===== src/rtl/trap_ctrl_pkg.sv =====
// Shared definitions for the trap sequencer: CSR addresses, cause codes,
// mstatus/mie bit positions, FSM state encoding and the mtval source selector.
package trap_pkg;

  localparam logic [11:0] CSR_MSTATUS = 12'h300;
  localparam logic [11:0] CSR_MEPC    = 12'h341;
  localparam logic [11:0] CSR_MCAUSE  = 12'h342;
  localparam logic [11:0] CSR_MTVAL   = 12'h343;

  localparam logic [3:0] CAUSE_INST_ADDR_MIS = 4'd0;
  localparam logic [3:0] CAUSE_ILLEGAL       = 4'd2;
  localparam logic [3:0] CAUSE_BREAK         = 4'd3;
  localparam logic [3:0] CAUSE_LD_ADDR_MIS   = 4'd4;
  localparam logic [3:0] CAUSE_ST_ADDR_MIS   = 4'd6;
  localparam logic [3:0] CAUSE_ECALL         = 4'd11;
  localparam logic [3:0] CAUSE_MSI           = 4'd3;
  localparam logic [3:0] CAUSE_MTI           = 4'd7;
  localparam logic [3:0] CAUSE_MEI           = 4'd11;

  localparam int MSTATUS_MIE    = 3;
  localparam int MSTATUS_MPIE   = 7;
  localparam int MSTATUS_MPP_LO = 11;
  localparam int MSTATUS_MPP_HI = 12;

  localparam int MIE_MSIE = 3;
  localparam int MIE_MTIE = 7;
  localparam int MIE_MEIE = 11;

  typedef enum logic [2:0] {
    ST_IDLE          = 3'd0,
    ST_W_MEPC        = 3'd1,
    ST_W_MCAUSE      = 3'd2,
    ST_W_MTVAL       = 3'd3,
    ST_W_MSTATUS     = 3'd4,
    ST_W_MSTATUS_RET = 3'd5,
    ST_REDIRECT      = 3'd6
  } state_e;

  typedef enum logic [1:0] {
    TVAL_ZERO = 2'd0,
    TVAL_PC   = 2'd1,
    TVAL_INST = 2'd2,
    TVAL_ADDR = 2'd3
  } tval_sel_e;

endpackage


===== src/rtl/trap_ctrl_if.sv =====
// Bundle of the write-back, interrupt, CSR and pipeline-control signals of
// the trap sequencer. master = trap_ctrl side, slave = surrounding pipeline.
interface trap_ctrl_if #(parameter int XLEN = 32);

  logic            wb_valid_i;
  logic [XLEN-1:0] wb_pc_i;
  logic [31:0]     wb_inst_i;
  logic [XLEN-1:0] wb_mem_addr_i;
  logic            e_inst_addr_mis_i;
  logic            e_illegal_inst_i;
  logic            e_break_i;
  logic            e_ld_addr_mis_i;
  logic            e_st_addr_mis_i;
  logic            e_ecall_i;
  logic            is_mret_i;
  logic            xint_meip_i;
  logic            xint_mtip_i;
  logic            xint_msip_i;
  logic [XLEN-1:0] mstatus_i;
  logic [XLEN-1:0] mie_i;
  logic [XLEN-1:0] mtvec_i;
  logic [XLEN-1:0] mepc_i;
  logic            csr_we_o;
  logic [11:0]     csr_waddr_o;
  logic [XLEN-1:0] csr_wdata_o;
  logic            stall_o;
  logic            flush_o;
  logic            redirect_o;
  logic [XLEN-1:0] redirect_pc_o;
  logic            busy_o;

  modport master (
    input  wb_valid_i, wb_pc_i, wb_inst_i, wb_mem_addr_i,
    input  e_inst_addr_mis_i, e_illegal_inst_i, e_break_i,
    input  e_ld_addr_mis_i, e_st_addr_mis_i, e_ecall_i, is_mret_i,
    input  xint_meip_i, xint_mtip_i, xint_msip_i,
    input  mstatus_i, mie_i, mtvec_i, mepc_i,
    output csr_we_o, csr_waddr_o, csr_wdata_o,
    output stall_o, flush_o, redirect_o, redirect_pc_o, busy_o
  );

  modport slave (
    output wb_valid_i, wb_pc_i, wb_inst_i, wb_mem_addr_i,
    output e_inst_addr_mis_i, e_illegal_inst_i, e_break_i,
    output e_ld_addr_mis_i, e_st_addr_mis_i, e_ecall_i, is_mret_i,
    output xint_meip_i, xint_mtip_i, xint_msip_i,
    output mstatus_i, mie_i, mtvec_i, mepc_i,
    input  csr_we_o, csr_waddr_o, csr_wdata_o,
    input  stall_o, flush_o, redirect_o, redirect_pc_o, busy_o
  );

endinterface


===== src/rtl/trap_prio_enc.sv =====
// Trap priority encoder: picks the highest-priority exception, or failing
// that the highest-priority enabled interrupt, and reports its cause code and
// which value should land in mtval.
module trap_prio_enc
  import trap_pkg::*;
(
  input  logic      i_inst_addr_mis,
  input  logic      i_illegal,
  input  logic      i_break,
  input  logic      i_ld_mis,
  input  logic      i_st_mis,
  input  logic      i_ecall,
  input  logic      i_int_en,
  input  logic      i_meip,
  input  logic      i_mtip,
  input  logic      i_msip,
  input  logic      i_meie,
  input  logic      i_mtie,
  input  logic      i_msie,
  output logic      o_take,
  output logic      o_is_int,
  output logic [3:0] o_cause,
  output tval_sel_e o_tval_sel
);

  // Fixed-priority chain: exceptions first, then meip > msip > mtip.
  always_comb begin
    o_take     = 1'b1;
    o_is_int   = 1'b0;
    o_cause    = 4'd0;
    o_tval_sel = TVAL_ZERO;
    if (i_inst_addr_mis) begin
      o_cause    = CAUSE_INST_ADDR_MIS;
      o_tval_sel = TVAL_PC;
    end else if (i_illegal) begin
      o_cause    = CAUSE_ILLEGAL;
      o_tval_sel = TVAL_INST;
    end else if (i_break) begin
      o_cause    = CAUSE_BREAK;
    end else if (i_ld_mis) begin
      o_cause    = CAUSE_LD_ADDR_MIS;
      o_tval_sel = TVAL_ADDR;
    end else if (i_st_mis) begin
      o_cause    = CAUSE_ST_ADDR_MIS;
      o_tval_sel = TVAL_ADDR;
    end else if (i_ecall) begin
      o_cause    = CAUSE_ECALL;
    end else if (i_int_en && i_meip && i_meie) begin
      o_is_int   = 1'b1;
      o_cause    = CAUSE_MEI;
    end else if (i_int_en && i_msip && i_msie) begin
      o_is_int   = 1'b1;
      o_cause    = CAUSE_MSI;
    end else if (i_int_en && i_mtip && i_mtie) begin
      o_is_int   = 1'b1;
      o_cause    = CAUSE_MTI;
    end else begin
      o_take     = 1'b0;
    end
  end

endmodule


===== src/rtl/trap_ctrl.sv =====
// Multi-cycle trap sequencer beside write-back. Captures a trap or MRET in
// IDLE, then stalls/flushes the pipeline while writing mepc, mcause, mtval and
// mstatus (or just mstatus for MRET) one per cycle, and finishes with a
// one-cycle PC redirect.
// Optional build macro TRAP_VECTORED_EN: interrupts with mtvec mode 2'b01
// jump to base + 4*cause; without it every trap goes to the mtvec base.
module trap_ctrl
  import trap_pkg::*;
#(
  parameter int XLEN        = 32,
  parameter int MTVEC_ALIGN = 2
) (
  input logic         clk_i,
  input logic         rst_i,
  trap_ctrl_if.master bus
);

  localparam logic [XLEN-1:0] BASE_MASK = {XLEN{1'b1}} << MTVEC_ALIGN;

  state_e          r_state;
  state_e          w_next;
  logic [XLEN-1:0] r_cause;
  logic [XLEN-1:0] r_epc;
  logic [XLEN-1:0] r_tval;
  logic [XLEN-1:0] r_mstatus;
  logic [XLEN-1:0] r_target;

  logic            w_take;
  logic            w_is_int;
  logic [3:0]      w_code;
  tval_sel_e       w_tval_sel;
  logic            w_trap_go;
  logic            w_ret_go;
  logic [XLEN-1:0] w_tval;
  logic [XLEN-1:0] w_ms_trap;
  logic [XLEN-1:0] w_ms_ret;
  logic [XLEN-1:0] w_trap_target;

  trap_prio_enc u_prio (
    .i_inst_addr_mis (bus.e_inst_addr_mis_i),
    .i_illegal       (bus.e_illegal_inst_i),
    .i_break         (bus.e_break_i),
    .i_ld_mis        (bus.e_ld_addr_mis_i),
    .i_st_mis        (bus.e_st_addr_mis_i),
    .i_ecall         (bus.e_ecall_i),
    .i_int_en        (bus.mstatus_i[MSTATUS_MIE]),
    .i_meip          (bus.xint_meip_i),
    .i_mtip          (bus.xint_mtip_i),
    .i_msip          (bus.xint_msip_i),
    .i_meie          (bus.mie_i[MIE_MEIE]),
    .i_mtie          (bus.mie_i[MIE_MTIE]),
    .i_msie          (bus.mie_i[MIE_MSIE]),
    .o_take          (w_take),
    .o_is_int        (w_is_int),
    .o_cause         (w_code),
    .o_tval_sel      (w_tval_sel)
  );

  // Decide what starts in IDLE: exceptions beat MRET, MRET beats interrupts;
  // also build the captured tval, both mstatus images and the trap target.
  always_comb begin
    w_trap_go = 1'b0;
    w_ret_go  = 1'b0;
    if (r_state == ST_IDLE && bus.wb_valid_i) begin
      if (w_take && !w_is_int) begin
        w_trap_go = 1'b1;
      end else if (bus.is_mret_i) begin
        w_ret_go  = 1'b1;
      end else if (w_take) begin
        w_trap_go = 1'b1;
      end
    end

    case (w_tval_sel)
      TVAL_PC:   w_tval = bus.wb_pc_i;
      TVAL_INST: w_tval = XLEN'(bus.wb_inst_i);
      TVAL_ADDR: w_tval = bus.wb_mem_addr_i;
      default:   w_tval = '0;
    endcase

    w_ms_trap = bus.mstatus_i;
    w_ms_trap[MSTATUS_MPIE] = bus.mstatus_i[MSTATUS_MIE];
    w_ms_trap[MSTATUS_MIE]  = 1'b0;
    w_ms_trap[MSTATUS_MPP_HI:MSTATUS_MPP_LO] = 2'b11;

    w_ms_ret = bus.mstatus_i;
    w_ms_ret[MSTATUS_MIE]  = bus.mstatus_i[MSTATUS_MPIE];
    w_ms_ret[MSTATUS_MPIE] = 1'b1;
    w_ms_ret[MSTATUS_MPP_HI:MSTATUS_MPP_LO] = 2'b00;

    w_trap_target = bus.mtvec_i & BASE_MASK;
`ifdef TRAP_VECTORED_EN
    if (w_is_int && bus.mtvec_i[1:0] == 2'b01) begin
      w_trap_target = (bus.mtvec_i & BASE_MASK) + XLEN'({w_code, 2'b00});
    end
`endif
  end

  // Latch everything the sequence needs at the start so later input changes
  // cannot disturb the writes or the redirect target.
  always_ff @(posedge clk_i or posedge rst_i) begin
    if (rst_i) begin
      r_cause   <= '0;
      r_epc     <= '0;
      r_tval    <= '0;
      r_mstatus <= '0;
      r_target  <= '0;
    end else if (w_trap_go) begin
      r_cause   <= {w_is_int, {(XLEN-5){1'b0}}, w_code};
      r_epc     <= bus.wb_pc_i;
      r_tval    <= w_tval;
      r_mstatus <= w_ms_trap;
      r_target  <= w_trap_target;
    end else if (w_ret_go) begin
      r_mstatus <= w_ms_ret;
      r_target  <= bus.mepc_i;
    end
  end

  // State register.
  always_ff @(posedge clk_i or posedge rst_i) begin
    if (rst_i) r_state <= ST_IDLE;
    else       r_state <= w_next;
  end

  // Next-state sequencing and state-decoded outputs; CSR port is zero
  // whenever no write is being issued.
  always_comb begin
    w_next            = r_state;
    bus.csr_we_o      = 1'b0;
    bus.csr_waddr_o   = '0;
    bus.csr_wdata_o   = '0;
    bus.redirect_o    = 1'b0;
    bus.redirect_pc_o = '0;
    case (r_state)
      ST_IDLE: begin
        if (w_trap_go)     w_next = ST_W_MEPC;
        else if (w_ret_go) w_next = ST_W_MSTATUS_RET;
      end
      ST_W_MEPC: begin
        bus.csr_we_o    = 1'b1;
        bus.csr_waddr_o = CSR_MEPC;
        bus.csr_wdata_o = r_epc;
        w_next          = ST_W_MCAUSE;
      end
      ST_W_MCAUSE: begin
        bus.csr_we_o    = 1'b1;
        bus.csr_waddr_o = CSR_MCAUSE;
        bus.csr_wdata_o = r_cause;
        w_next          = ST_W_MTVAL;
      end
      ST_W_MTVAL: begin
        bus.csr_we_o    = 1'b1;
        bus.csr_waddr_o = CSR_MTVAL;
        bus.csr_wdata_o = r_tval;
        w_next          = ST_W_MSTATUS;
      end
      ST_W_MSTATUS, ST_W_MSTATUS_RET: begin
        bus.csr_we_o    = 1'b1;
        bus.csr_waddr_o = CSR_MSTATUS;
        bus.csr_wdata_o = r_mstatus;
        w_next          = ST_REDIRECT;
      end
      ST_REDIRECT: begin
        bus.redirect_o    = 1'b1;
        bus.redirect_pc_o = r_target;
        w_next            = ST_IDLE;
      end
      default: w_next = ST_IDLE;
    endcase
  end

  assign bus.busy_o  = (r_state != ST_IDLE);
  assign bus.stall_o = (r_state != ST_IDLE);
  assign bus.flush_o = (r_state != ST_IDLE);

endmodule


===== src/flat_wrapper.sv =====
// flat-port wrapper written by rule: the top's interface ports become plain ports
module trap_ctrl_flat import trap_pkg::*;
#(
  parameter int XLEN        = 32,
  parameter int MTVEC_ALIGN = 2
)
  (clk_i, rst_i, bus_wb_valid_i, bus_wb_pc_i, bus_wb_inst_i, bus_wb_mem_addr_i, bus_e_inst_addr_mis_i, bus_e_illegal_inst_i, bus_e_break_i, bus_e_ld_addr_mis_i, bus_e_st_addr_mis_i, bus_e_ecall_i, bus_is_mret_i, bus_xint_meip_i, bus_xint_mtip_i, bus_xint_msip_i, bus_mstatus_i, bus_mie_i, bus_mtvec_i, bus_mepc_i, bus_csr_we_o, bus_csr_waddr_o, bus_csr_wdata_o, bus_stall_o, bus_flush_o, bus_redirect_o, bus_redirect_pc_o, bus_busy_o);
  trap_ctrl_if #(.XLEN(XLEN)) bus_i ();
  input logic clk_i;
  input logic rst_i;
  input wire logic [$bits(bus_i.wb_valid_i)-1:0] bus_wb_valid_i;
  input wire logic [$bits(bus_i.wb_pc_i)-1:0] bus_wb_pc_i;
  input wire logic [$bits(bus_i.wb_inst_i)-1:0] bus_wb_inst_i;
  input wire logic [$bits(bus_i.wb_mem_addr_i)-1:0] bus_wb_mem_addr_i;
  input wire logic [$bits(bus_i.e_inst_addr_mis_i)-1:0] bus_e_inst_addr_mis_i;
  input wire logic [$bits(bus_i.e_illegal_inst_i)-1:0] bus_e_illegal_inst_i;
  input wire logic [$bits(bus_i.e_break_i)-1:0] bus_e_break_i;
  input wire logic [$bits(bus_i.e_ld_addr_mis_i)-1:0] bus_e_ld_addr_mis_i;
  input wire logic [$bits(bus_i.e_st_addr_mis_i)-1:0] bus_e_st_addr_mis_i;
  input wire logic [$bits(bus_i.e_ecall_i)-1:0] bus_e_ecall_i;
  input wire logic [$bits(bus_i.is_mret_i)-1:0] bus_is_mret_i;
  input wire logic [$bits(bus_i.xint_meip_i)-1:0] bus_xint_meip_i;
  input wire logic [$bits(bus_i.xint_mtip_i)-1:0] bus_xint_mtip_i;
  input wire logic [$bits(bus_i.xint_msip_i)-1:0] bus_xint_msip_i;
  input wire logic [$bits(bus_i.mstatus_i)-1:0] bus_mstatus_i;
  input wire logic [$bits(bus_i.mie_i)-1:0] bus_mie_i;
  input wire logic [$bits(bus_i.mtvec_i)-1:0] bus_mtvec_i;
  input wire logic [$bits(bus_i.mepc_i)-1:0] bus_mepc_i;
  output wire logic [$bits(bus_i.csr_we_o)-1:0] bus_csr_we_o;
  output wire logic [$bits(bus_i.csr_waddr_o)-1:0] bus_csr_waddr_o;
  output wire logic [$bits(bus_i.csr_wdata_o)-1:0] bus_csr_wdata_o;
  output wire logic [$bits(bus_i.stall_o)-1:0] bus_stall_o;
  output wire logic [$bits(bus_i.flush_o)-1:0] bus_flush_o;
  output wire logic [$bits(bus_i.redirect_o)-1:0] bus_redirect_o;
  output wire logic [$bits(bus_i.redirect_pc_o)-1:0] bus_redirect_pc_o;
  output wire logic [$bits(bus_i.busy_o)-1:0] bus_busy_o;
  assign bus_i.wb_valid_i = bus_wb_valid_i;
  assign bus_i.wb_pc_i = bus_wb_pc_i;
  assign bus_i.wb_inst_i = bus_wb_inst_i;
  assign bus_i.wb_mem_addr_i = bus_wb_mem_addr_i;
  assign bus_i.e_inst_addr_mis_i = bus_e_inst_addr_mis_i;
  assign bus_i.e_illegal_inst_i = bus_e_illegal_inst_i;
  assign bus_i.e_break_i = bus_e_break_i;
  assign bus_i.e_ld_addr_mis_i = bus_e_ld_addr_mis_i;
  assign bus_i.e_st_addr_mis_i = bus_e_st_addr_mis_i;
  assign bus_i.e_ecall_i = bus_e_ecall_i;
  assign bus_i.is_mret_i = bus_is_mret_i;
  assign bus_i.xint_meip_i = bus_xint_meip_i;
  assign bus_i.xint_mtip_i = bus_xint_mtip_i;
  assign bus_i.xint_msip_i = bus_xint_msip_i;
  assign bus_i.mstatus_i = bus_mstatus_i;
  assign bus_i.mie_i = bus_mie_i;
  assign bus_i.mtvec_i = bus_mtvec_i;
  assign bus_i.mepc_i = bus_mepc_i;
  assign bus_csr_we_o = bus_i.csr_we_o;
  assign bus_csr_waddr_o = bus_i.csr_waddr_o;
  assign bus_csr_wdata_o = bus_i.csr_wdata_o;
  assign bus_stall_o = bus_i.stall_o;
  assign bus_flush_o = bus_i.flush_o;
  assign bus_redirect_o = bus_i.redirect_o;
  assign bus_redirect_pc_o = bus_i.redirect_pc_o;
  assign bus_busy_o = bus_i.busy_o;
  trap_ctrl #(.XLEN(XLEN), .MTVEC_ALIGN(MTVEC_ALIGN)) u_core (.clk_i(clk_i), .rst_i(rst_i), .bus(bus_i));
endmodule

===== config.mk =====
export PLATFORM = sky130hd
export DESIGN_NAME = trap_ctrl_flat
export DESIGN_NICKNAME = d
export VERILOG_FILES = /design/src/rtl/trap_ctrl_pkg.sv /design/src/rtl/trap_ctrl_if.sv /design/src/rtl/trap_prio_enc.sv /design/src/rtl/trap_ctrl.sv /design/src/flat_wrapper.sv
export SDC_FILE = /design/constraint.sdc
export NUM_CORES = 1
export LEC_CHECK = 0
export CAP_MARGIN = 20
export CORE_MARGIN = 2
export CORE_UTILIZATION = 44
export CTS_BUF_LIST = sky130_fd_sc_hd__clkbuf_4
export CTS_CLUSTER_DIAMETER = 200
export CTS_CLUSTER_SIZE = 28
export DETAILED_ROUTE_END_ITERATION = 7
export GPL_TIMING_DRIVEN = 0
export PLACE_DENSITY_LB_ADDON = 0.08
export RECOVER_POWER = 25
export REMOVE_ABC_BUFFERS = 1
export SETUP_SLACK_MARGIN = 0.02
export SYNTH_ARGS = -nofsm -noshare
export SYNTH_HDL_FRONTEND = slang
export SYNTH_SLANG_ARGS = --single-unit

===== constraint.sdc =====
create_clock -name clk_i -period 5.4 [get_ports clk_i]
set_clock_uncertainty 0.15 [all_clocks]
set_input_delay 1.35 -clock clk_i [delete_from_list [all_inputs] [get_ports clk_i]]
set_output_delay 1.35 -clock clk_i [all_outputs]
set_load 0.01 [all_outputs]

# After elaboration in Yosys (flattened, before gate mapping)
# Cells that the tools add are included.
# word_totals
reg_bits	136
in_bits	237
out_inout_bits	81
word_cells	79
# op_classes
eq_ne	10
n_mux	49
n_reduce_logical	14
# op_table
op	count
$mux 32	5
$pmux 32 s4	1
$pmux 32 s3	1
$pmux 10 s4	1
$mux 4	7
$mux 1	24
$pmux 3 s5	1
$mux 3	4
$mux 2	5
$eq 3x3->1 const B	3
$logic_and 1x1->1	8
$eq 3x2->1 const B	2
$reduce_or 5->1	1
$eq 2x2->1 const B	2
$eq 3x1->1 const B	1
$logic_not 3->1	1
$ne 3x1->1 const B	1
$reduce_bool 3->1	1
$eq 2x1->1 const B	1
$reduce_bool 2->1	1
$reduce_or 2->1	1
$logic_not 1->1	1

# Longest topological paths before layout
# depth
ltp_word	18
mapped_depth	8
ltp_nobuf	4

# By module
# From an unflattened synthesis, not the netlist that was laid out.
# unflattened
cells_unflattened	721
area_unflattened_um2	7358.3
# by_module_without_submodules
module	instances	cells_each	area_each_um2	seq_area_each_um2
trap_ctrl	1	695	7199.4	3378.2
trap_prio_enc	1	26	158.9	0.0

# Worst setup path after synthesis
# OpenSTA, ideal clock, no wires.
# synth_timing
path_kind	input to register
from	input port bus_mie_i[7]
to	register u_core.r_epc[0]
arrival_time_ns	2.752
required_ns	5.125
setup_slack_ns	2.373
cell_stages	7
cell_sequence	a222oi_1 o311a_2 nand2b_1 buf_6 buf_6 buf_6 mux2_4
# synth_via
elab_chain_len	14
word_cells_on_any_way	22
cone_classes	mux: 19; reduce/logical: 3
# synth_rtl
element	line	rtl
from (decl)	flat_wrapper.sv:26	input wire logic [$bits(bus_i.mie_i)-1:0] bus_mie_i;
$logic_and 1x1->1 (*)	trap_prio_enc.sv:54	end else if (i_int_en && i_mtip && i_mtie) begin
$mux 1 (*)	trap_prio_enc.sv:54	
$mux 1 (*)	trap_prio_enc.sv:51	end else if (i_int_en && i_msip && i_msie) begin
$mux 1 (*)	trap_prio_enc.sv:48	end else if (i_int_en && i_meip && i_meie) begin
$mux 1	trap_prio_enc.sv:46	end else if (i_ecall) begin
$mux 1	trap_prio_enc.sv:43	end else if (i_st_mis) begin
$mux 1	trap_prio_enc.sv:40	end else if (i_ld_mis) begin
$mux 1	trap_prio_enc.sv:38	end else if (i_break) begin
$mux 1	trap_prio_enc.sv:35	end else if (i_illegal) begin
$mux 1	trap_prio_enc.sv:32	if (i_inst_addr_mis) begin
$mux 1 or $logic_not 1->1 (tied branches)	trap_ctrl.sv:69, trap_ctrl.sv:65	
$mux 1 or $logic_and 1x1->1 (tied branches)	trap_ctrl.sv:67, trap_ctrl.sv:65	
$mux 1 (*)	trap_ctrl.sv:65	if (w_take && !w_is_int) begin
$mux 1 (*)	trap_ctrl.sv:64	if (r_state == ST_IDLE && bus.wb_valid_i) begin
to (signal assigned)	trap_ctrl.sv:110	r_epc <= bus.wb_pc_i;
to (decl)	trap_ctrl.sv:23	logic [XLEN-1:0] r_epc;
# Every way passes the cells marked *; elsewhere a longest branch is shown, timed or not.
# A chain may end at the register's enable or synchronous reset.

# Final worst setup path
# layout_timing
from	register u_core.r_state[1]
to	output port bus_csr_wdata_o[7]
# layout_via
elab_chain_len	3
word_cells_on_any_way	7
cone_classes	eq/ne: 5; mux: 1; reduce/logical: 1
# layout_rtl
element	line	rtl
from (decl)	trap_ctrl.sv:20	state_e r_state;
from (signal assigned)	trap_ctrl.sv:123	else r_state <= w_next;
$eq 3x3->1	trap_ctrl.sv:135	case (r_state)
$reduce_or 2->1	trap_ctrl.sv:135	
$pmux 32 s4 (*)	trap_ctrl.sv:135	
to (decl)	flat_wrapper.sv:31	output wire logic [$bits(bus_i.csr_wdata_o)-1:0] bus_csr_wdata_o;
# Marks and branches as above.

==> flow_metrics.env <==
export IMPL_ff2ff_setup_slack_ns=2.26
export IMPL_hold_buffers=0
export IMPL_worst_path_max_fanout=18
export IMPL_synthDominantCellAreaShare=0.467
export IMPL_via_per_inst=5.42
export IMPL_synth_edff_count=0
export IMPL_route_vias_total=6411
export IMPL_rows=46
export IMPL_dp_hpwl_mm=15.2
export IMPL_antenna_left=0
export IMPL_grt_overflow=0
export IMPL_area_growth_pct=46.3
export IMPL_layout_commonest_cell="clkdlybuf4s50_1"
export IMPL_hp_class="reg2reg"
export IMPL_outcome="finished with violations"
export IMPL_cellLeakagePower_nw=4.42
export IMPL_postLayoutCellArea_mm2=0.0106
export IMPL_drive_gt1_frac=0.117
export IMPL_detail_route_wl_per_cell_um=18.2
export IMPL_hold_path_end="u_core.r_mstatus[16]$_DFFE_PP0P_"
export IMPL_yosys_most_used_dff="dfrtp_1"
export IMPL_drt_pass1_iter_count=6
export IMPL_worstPathRequired_ns=3.90
export IMPL_irDropWorstVdd_uv=210
export IMPL_cts_inserted_buffers=17
export IMPL_routed_wl_mm=21.6
export IMPL_synth_cell_type_count=38
export IMPL_numPortBuffers=277
export IMPL_min_from="u_core.r_mstatus[16]$_DFFE_PP0P_"
export IMPL_initial_core_util=0.453
export IMPL_synth_async_reset_ratio=1.00
export IMPL_r2r_cells=5
export IMPL_setup_viol=0
export IMPL_max_freq_mhz=212
export IMPL_fp_dieH_um=132
export IMPL_hold_viol_final=0
export IMPL_clkTransAtPathRegs_ns=0.12
export IMPL_rsz0062_at_grt="false"
export IMPL_grt_pass1_wl_mm=35.0
export IMPL_syn_inst=709
export IMPL_crit_start="u_core.r_state[1]$_DFFE_PP0P_"
export IMPL_synth_top_cells_by_area="dfrtp_1 (47%), mux2i_1 (8.7%), o21ai_0 (8.7%), mux2_2 (8.6%), nand2_1 (4.6%)"
export IMPL_worst_pin_slew_ns=2.80
export IMPL_power_mw=4.78
export IMPL_dieArea_mm2=0.0175
export IMPL_cp_start_kind="flip-flop"
export IMPL_instances_no_fill=1182
export IMPL_drcViolationCount=0
export IMPL_maxSlewHeadroom=-0.866
export IMPL_slew_viol_final=70
export IMPL_ys_seq_elements=135
export IMPL_min_period_over_period=0.875
export IMPL_violations="capacitance limit, slew limit"
export IMPL_finalCriticalPeriod_ns=4.73
export IMPL_synth_top_area_cell="dfrtp_1"
export IMPL_gp_congestion=0.814
export IMPL_insertion_delay_ns=0.54
export IMPL_final_cell_mix="clkdlybuf4s50_1 (274), dfrtp_1 (135), o21ai_0 (126), nand2_1 (88), mux2i_1 (63)"
export IMPL_die_x_um=132
export IMPL_holdPathStages=1
export IMPL_path_class="reg2out"
export IMPL_synth_area_mm2=0.00723
export IMPL_fp_coreArea_mm2=0.0159
export IMPL_finalCoreUtilization=0.663
export IMPL_r2r_end="u_core.r_epc[31]$_DFFE_PP0N_"
export IMPL_ios=318
export IMPL_worstReg2RegStart="u_core.r_state[1]$_DFFE_PP0P_"
export IMPL_synth_area_per_cell_um2=10.2
export IMPL_place_area_mm2=0.0102
export IMPL_htree_levels=4
export IMPL_cts_sinks=135
export IMPL_arrival_ns=3.23
export IMPL_drv_cap=1
export IMPL_drt_iter0_drc=319
export IMPL_clockRootBuffer="clkbuf_4"
export IMPL_powerDensity_mw_per_mm2=452
export IMPL_grt_max_degree=71
export IMPL_placed_cells=1150
export IMPL_cts_buffer_depth=2
export IMPL_finish_net_count=1190
export IMPL_cts_tree="yes"
export IMPL_yosys_warnings=0
export IMPL_grt_usage=0.251
export IMPL_ctsResizeCount=0
export IMPL_post_cts_buffers=0
export IMPL_antenna_found_initial=1
export IMPL_grt_pass1_vias=6698
export IMPL_crit_path_end_kind="output port"
export IMPL_synth_seq_area_share=0.467
per-layer routing:
metal	share of wire	GRT usage	wire length (um)
met3	0.075	0.0627	1620
met2	0.49	0.430	10500
met1	0.41	0.305	8920
met5	0	0	0
met4	0.022	0.0936	469
sequential cells by signal, summed over array words and instances (netlist names):
| register | flops |
|---|---|
| u_core.r_tval | 32 |
| u_core.r_cause | 5 |
| u_core.r_target | 32 |
| u_core.r_epc | 32 |
| u_core.r_mstatus | 31 |
| u_core.r_state | 3 |
power breakdown:
part | internal, mW | total [mW] | switching, mW
registers | 1.49 | 1.80 | 0.301
clock network | 0.508 | 0.886 | 0.378
logic | 1.19 | 2.10 | 0.915
total | 3.19 | 4.78 | 1.59
critical path, stage by stage, from the launching register on:
cell,delay [ns]
dfrtp_1,0.78
nor2b_2,0.87
buf_8,0.25
nand2_1,0.07
o21ai_0,0.09
clkdlybuf4s50_1,0.62
layout make-up:
| type | instances | area (um2) |
|---|---|---|
| clock inverters | 13 | 253 |
| multi-input cells | 502 | 3470 |
| diodes | 1 | 2.50 |
| fillers | 1277 | 5370 |
| clock buffers | 18 | 135 |
| flip-flops and latches | 135 | 3380 |
| inverters | 7 | 26.3 |
| well taps | 216 | 270 |
| repair buffers | 290 | 3030 |
cell usage after synthesis, types with 3 or more instances:
cell	n
dfrtp_1	135
o21ai_0	126
nand2_1	89
mux2i_1	63
mux2_2	55
clkbuf_1	33
and2_1	32
a221o_1	30
nor3b_1	30
nor2_1	19
buf_4	17
buf_2	15
a21oi_1	8
a222oi_1	6
inv_1	6
buf_6	5
nor2b_1	4
o22ai_1	4
o31ai_1	4
mux2_1	3
nor3_1	3
o21ai_1	3
through the flow:
| stage | setup slack, ns | TNS (ns) | hold WS (ns) |
|---|---|---|---|
| after global routing | 0.486 | 0 | 0.377 |
| after global placement | -2.34 | -484.37 | 0.324 |
| after detailed placement | 0.491 | 0 | 0.331 |
| after floorplan | 0.289 | 0 | 0.314 |
| after CTS | 0.725 | 0 | 0.360 |
| final | 0.674 | 0 | 0.359 |
worst max-delay path by stage:
stage,to,depth (start not counted)
after floorplan,u_core.r_cause[0]$_DFFE_PP0N_,1
final,bus_csr_wdata_o[7],5
after global routing,bus_csr_wdata_o[7],5
after CTS,bus_csr_wdata_o[7],5
after detailed placement,u_core.r_epc[9]$_DFFE_PP0N_,7
after global placement,u_core.r_epc[26]$_DFFE_PP0N_,5
kinds of logic after synthesis:
kind of cell,after synthesis,synth area share
other,1,0.000519
AOI/OAI and AO/OA,188,0.162
buffers and inverters,78,0.0571
and+or+nand+nor,184,0.131
DFF,135,0.467
muxes,123,0.182
Power figures use the tool's default switching activity.
